$ cat src/rtl/mem_arbiter.sv
// Two-requester (fetch, load-store) single-port memory arbiter; MEM_ARBITER_RR_EN selects round-robin, else load-store priority.
// Latency: accept N, memory access N+1, response pulse N+2; next accept no earlier than N+3.
// Backpressure: ready only in IDLE to the arbitration winner; responses are never stalled.
module mem_arbiter (
    input  logic        clk,
    input  logic        rst_n,
    input  logic        if_req_valid,
    output logic        if_req_ready,
    input  logic [63:0] if_addr,
    output logic        if_resp_valid,
    output logic [63:0] if_rdata,
    input  logic        ls_req_valid,
    output logic        ls_req_ready,
    input  logic [63:0] ls_addr,
    input  logic [63:0] ls_wdata,
    input  logic        ls_we,
    input  logic [7:0]  ls_wmask,
    output logic        ls_resp_valid,
    output logic [63:0] ls_rdata,
    output logic        mem_ce,
    output logic        mem_we,
    output logic [63:0] mem_addr,
    output logic [63:0] mem_wdata,
    output logic [7:0]  mem_wmask,
    input  logic [63:0] mem_rdata
);

    typedef enum logic [1:0] {IDLE, ACCESS, RESP} state_t;

    state_t      state_q, state_d;
    logic        owner_q, owner_d;     // 1 = load-store owns the transaction
    logic [63:0] addr_q, addr_d;
    logic [63:0] wdata_q, wdata_d;
    logic        we_q, we_d;
    logic [7:0]  wmask_q, wmask_d;
    logic [63:0] if_rdata_q, if_rdata_d;
    logic [63:0] ls_rdata_q, ls_rdata_d;

    logic        prefer_ls;
    logic        grant_ls;
    logic        if_acc;
    logic        ls_acc;

`ifdef MEM_ARBITER_RR_EN
    logic        last_ls_q, last_ls_d;

    assign prefer_ls = !last_ls_q;

    always_comb begin
        last_ls_d = last_ls_q;
        if (if_acc || ls_acc) begin
            last_ls_d = ls_acc;
        end
    end

    always_ff @(posedge clk or negedge rst_n) begin
        if (!rst_n) begin
            last_ls_q <= 1'b0;
        end else begin
            last_ls_q <= last_ls_d;
        end
    end
`else
    assign prefer_ls = 1'b1;
`endif

    // Winner only matters on contention; a lone requester always wins.
    assign grant_ls = ls_req_valid && (!if_req_valid || prefer_ls);
    assign if_acc   = if_req_valid && if_req_ready;
    assign ls_acc   = ls_req_valid && ls_req_ready;

    always_ff @(posedge clk or negedge rst_n) begin
        if (!rst_n) begin
            state_q <= IDLE;
        end else begin
            state_q <= state_d;
        end
    end

    always_comb begin
        state_d = state_q;
        case (state_q)
            IDLE:    if (if_acc || ls_acc) state_d = ACCESS;
            ACCESS:  state_d = RESP;
            RESP:    state_d = IDLE;
            default: state_d = IDLE;
        endcase
    end

    always_comb begin
        if_req_ready  = 1'b0;
        ls_req_ready  = 1'b0;
        mem_ce        = 1'b0;
        mem_we        = 1'b0;
        mem_addr      = 64'd0;
        mem_wdata     = 64'd0;
        mem_wmask     = 8'd0;
        if_resp_valid = 1'b0;
        ls_resp_valid = 1'b0;
        case (state_q)
            IDLE: begin
                // Gated by rst_n so readies drop the instant reset asserts.
                ls_req_ready = rst_n && grant_ls;
                if_req_ready = rst_n && if_req_valid && !grant_ls;
            end
            ACCESS: begin
                mem_ce    = 1'b1;
                mem_we    = we_q;
                mem_addr  = addr_q;
                mem_wdata = wdata_q;
                mem_wmask = wmask_q;
            end
            RESP: begin
                if_resp_valid = !owner_q;
                ls_resp_valid = owner_q;
            end
            default: begin
                if_req_ready = 1'b0;
            end
        endcase
    end

    always_comb begin
        owner_d    = owner_q;
        addr_d     = addr_q;
        wdata_d    = wdata_q;
        we_d       = we_q;
        wmask_d    = wmask_q;
        if_rdata_d = if_rdata_q;
        ls_rdata_d = ls_rdata_q;
        if (state_q == IDLE && (if_acc || ls_acc)) begin
            owner_d = ls_acc;
            addr_d  = ls_acc ? ls_addr : if_addr;
            we_d    = ls_acc && ls_we;
            wdata_d = ls_acc ? ls_wdata : 64'd0;
            wmask_d = ls_acc ? ls_wmask : 8'd0;
        end
        // Read data lands in the owner's response register at the end of ACCESS.
        if (state_q == ACCESS) begin
            if (owner_q) begin
                ls_rdata_d = we_q ? 64'd0 : mem_rdata;
            end else begin
                if_rdata_d = mem_rdata;
            end
        end
    end

    always_ff @(posedge clk or negedge rst_n) begin
        if (!rst_n) begin
            owner_q    <= 1'b0;
            addr_q     <= 64'd0;
            wdata_q    <= 64'd0;
            we_q       <= 1'b0;
            wmask_q    <= 8'd0;
            if_rdata_q <= 64'd0;
            ls_rdata_q <= 64'd0;
        end else begin
            owner_q    <= owner_d;
            addr_q     <= addr_d;
            wdata_q    <= wdata_d;
            we_q       <= we_d;
            wmask_q    <= wmask_d;
            if_rdata_q <= if_rdata_d;
            ls_rdata_q <= ls_rdata_d;
        end
    end

    assign if_rdata = if_rdata_q;
    assign ls_rdata = ls_rdata_q;

endmodule

$ cat config.mk
export PLATFORM = sky130hd
export DESIGN_NAME = mem_arbiter
export DESIGN_NICKNAME = d
export VERILOG_FILES = /design/src/rtl/mem_arbiter.sv
export SDC_FILE = /design/constraint.sdc
export NUM_CORES = 1
export LEC_CHECK = 0
export ABC_AREA = 1
export ABC_CLOCK_PERIOD_IN_PS = 1600
export CORE_AREA = 8 8 202 204
export CTS_CLUSTER_SIZE = 8
export DETAILED_ROUTE_END_ITERATION = 7
export DIE_AREA = 0 0 210 212
export PLACE_DENSITY_LB_ADDON = 0.2
export SETUP_SLACK_MARGIN = 0.15
export SYNTH_ARGS = -nofsm -noshare
export SYNTH_HDL_FRONTEND = slang
export SYNTH_SLANG_ARGS = --single-unit
$ cat constraint.sdc
create_clock -name clk -period 1.6 [get_ports clk]
set_input_delay 0.4 -clock clk [delete_from_list [all_inputs] [get_ports clk]]
set_output_delay 0.4 -clock clk [all_outputs]
set_load 0.01 [all_outputs]
==> impl_metrics.ini <==
[timing]
max_freq_mhz = 457
final-setup-viol-count = 426
fin_hold_ws_ps = 176
finalCriticalPeriod_ps = 2190
fin_crit_sh = 1.37
finalMaxSlewViolations = 0
fin_worst_skew_ps = 7.67
relSlewSlack = 0.448
fin_ws_ps = -588
hold_viol = 0
worst_pin_slew_ps = 827
rsz0062_at_grt = yes

[global_routing]
track_usage = 0.219
grt_pass1_wl_um = 76300
overflow = 0
grt_pass1_vias = 13000
antenna_found_initial = 7
grt_max_degree = 138

[setup_path]
crit_path_start_kind = flop
r2r_setup_slack_ps = -260
end_kind = primary output
rr_worst_depth = 10
crit_arrival_ps = 1790
crit_required_ps = 1200
r2r_end = addr_q[46]
crit_type = flop to primary output
cp_max_fo = 3
crit-reg2reg-launch = state_q[0]

[die]
placeableCoreArea_um2 = 37900
die_w_um = 210
ios = 539
start_util = 0.331
die_area_um2 = 44500
fp.dieH_um = 212
rows = 72

[cts]
root_buffer = clkbuf_16
numClockSinks = 268
cts_made_buffers = 39
h-tree-depth = 2
clk_latency_ps = 540
cts_tree = built
cts.clk_slew.worst_paths_ps = 50
clockBufferDepth = 3

[yosys]
yosysSeqAreaShare = 0.535
synth_top_area_frac = 0.535
yosys_warnings = 0
synth_edf_count = 0
synth_area_leader_cell = dfrtp_1
syn-cell-area_um2 = 12500
synth_nets = 1933
yosysMostFrequentCell = nand2_1
synth_cell_types = 17
syn_avg_cell_area_um2 = 7.54
synth_common_cells = 734 x nand2_1, 268 x dfrtp_1, 193 x nand3_1, 143 x inv_1, 137 x nor2_1
yosys-top-cells-area = dfrtp_1 53%, nand2_1 22%, nand3_1 7.7%
ys_ff_latch = 268
synth_cells = 1664
synthFlopType = dfrtp_1
synthArstFlopShare = 1.00

[flow_run]
cap_violations = 0

[placed_design]
dp_hpwl_um = 36400
pre_cts_ws_ps = -520
place_congestion = 0.885
port_buffers = 538
dp_cells = 2667

[power_and_ir_drop]
p_leak_nw = 10.2
p_per_area_nw_per_um2 = 1380
finalPower_mw = 28.2
ir_worst_vdd_mv = 0.724

[final_layout]
final_nets = 2480
n_fill_cell = 3635
area_growth_pct = 62.1
layout.cells.non_filler = 2740
drive_gt1_frac = 0.173

[routing]
wl_um = 51900
wl_per_cell_um = 18.9
ant_nets = 0
drt_iter0_drc = 746
dr_total_vias = 12800
drc = 0
drtPass1Iterations = 5
vias_per_cell = 4.68

[status]
status = complete, but fails checks
violations = negative setup slack

[worst_hold_path]
hold_class = primary input to asynchronous set/reset pin
-- area by class of cell --
class / instances / area, um^2 / area share
Sequential cell: 268 / 6710 / 0.330
Timing Repair Buffer: 618 / 6260 / 0.308
Multi-Input combinational cell: 1138 / 5110 / 0.251
Clock buffer: 41 / 1000 / 0.0494
Tap cell: 518 / 648 / 0.0319
Inverter: 146 / 552 / 0.0271
Clock inverter: 3 / 30.0 / 0.00148
Antenna cell: 8 / 20.0 / 0.000985
-- power breakdown --
part           total, mW  internal, mW  switching [mW]
clock network       7.32          4.40            2.92
logic               10.5          5.16            5.32
registers           10.3          9.07            1.28
-- registers in the layout (all words and copies together), names as in the netlist --
signal    flops
wmask_q       8
state_q       2
ls_rdata     64
we_q          1
addr_q       64
wdata_q      64
owner_q       1
if_rdata     64
-- cell usage in the layout, fill, tap and decap left out, types with 2 or more instances in the layout --
cell             netlist  layout
nand2_8                0       2
clkbuf_16              0      46
clkdlybuf4s50_1        0     395
nand2_1              734     733
buf_4                  8      43
buf_16                 0       4
clkdlybuf4s15_2        0      23
nor2_1               137      37
nand2_2                2       2
buf_2                 62      54
nor2_2                 0      67
clkinv_2               0       2
clkbuf_2               0      11
inv_2                  3       4
dfrtp_1              268     267
inv_1                143     139
diode_2                0       8
nor2_4                 2      35
nand3_1              193     192
buf_12                 0      23
buf_8                  0       4
o21ai_0               65      65
buf_6                 17      54
-- worst max path at each step --
stage                            start            to  slack (ps)  depth (start not counted)
after detailed placement  if_req_valid  if_req_ready        -520                          6
final                       state_q[0]  ls_req_ready        -590                          6
after global routing        state_q[0]  ls_req_ready        -660                          6
after floorplan             state_q[1]  mem_addr[54]         110                          5
after global placement    if_req_valid  if_req_ready        -530                          6
after CTS                   state_q[1]        mem_we        -670                          5
-- what timing repair did --
| item | 4_1_cts | 5_1_grt |
|---|---|---|
| gates cloned | 1 | 7 |
| hold buffers | 1 | 0 |
| endpoints found under the setup margin | 528 | 534 |
| resized for setup | 518 | 224 |
| pin swaps | 2 | 3 |
| endpoints found under the hold margin | 11 | 0 |
| buffers inserted | 5 | 7 |
-- through the flow --
stage	TNS (ps)	area, um^2	util
3_5_place_dp	-107850	18800	0.495
3_3_place_gp	-99290	18800	0.495
6_report	-129470	20300	0.536
5_1_grt	-164810	20300	0.536
2_1_floorplan	0	12600	-
4_1_cts	-177720	19700	0.521
-- layer usage --
layer  wire length [um]  up-vias  track usage
li1                   -     6151            -
met1              20300     6084        0.255
met2              25600      495        0.374
met3               4130       89       0.0685
met4               1850        2       0.0885
met5                 13        -            0
-- worst max-delay path: stages (launching register included) --
cell	delay [ps]
dfrtp_2	460
buf_4	180
nor2_4	150
buf_4	130
nand2_2	50
inv_2	60
clkdlybuf4s15_2	220
-- logic make-up (layout without fill, tap and decap cells) --
| family | count (synthesis) | count (layout) | share of synthesized area |
|---|---|---|---|
| other | 0 | 8 | 0 |
| and+or+nand+nor | 1071 | 1072 | 0.342 |
| DFF | 268 | 268 | 0.535 |
| buffers and inverters | 259 | 808 | 0.0963 |
| AOI/OAI and AO/OA | 66 | 66 | 0.0269 |
Note: power is estimated with default switching activity, not from simulation.
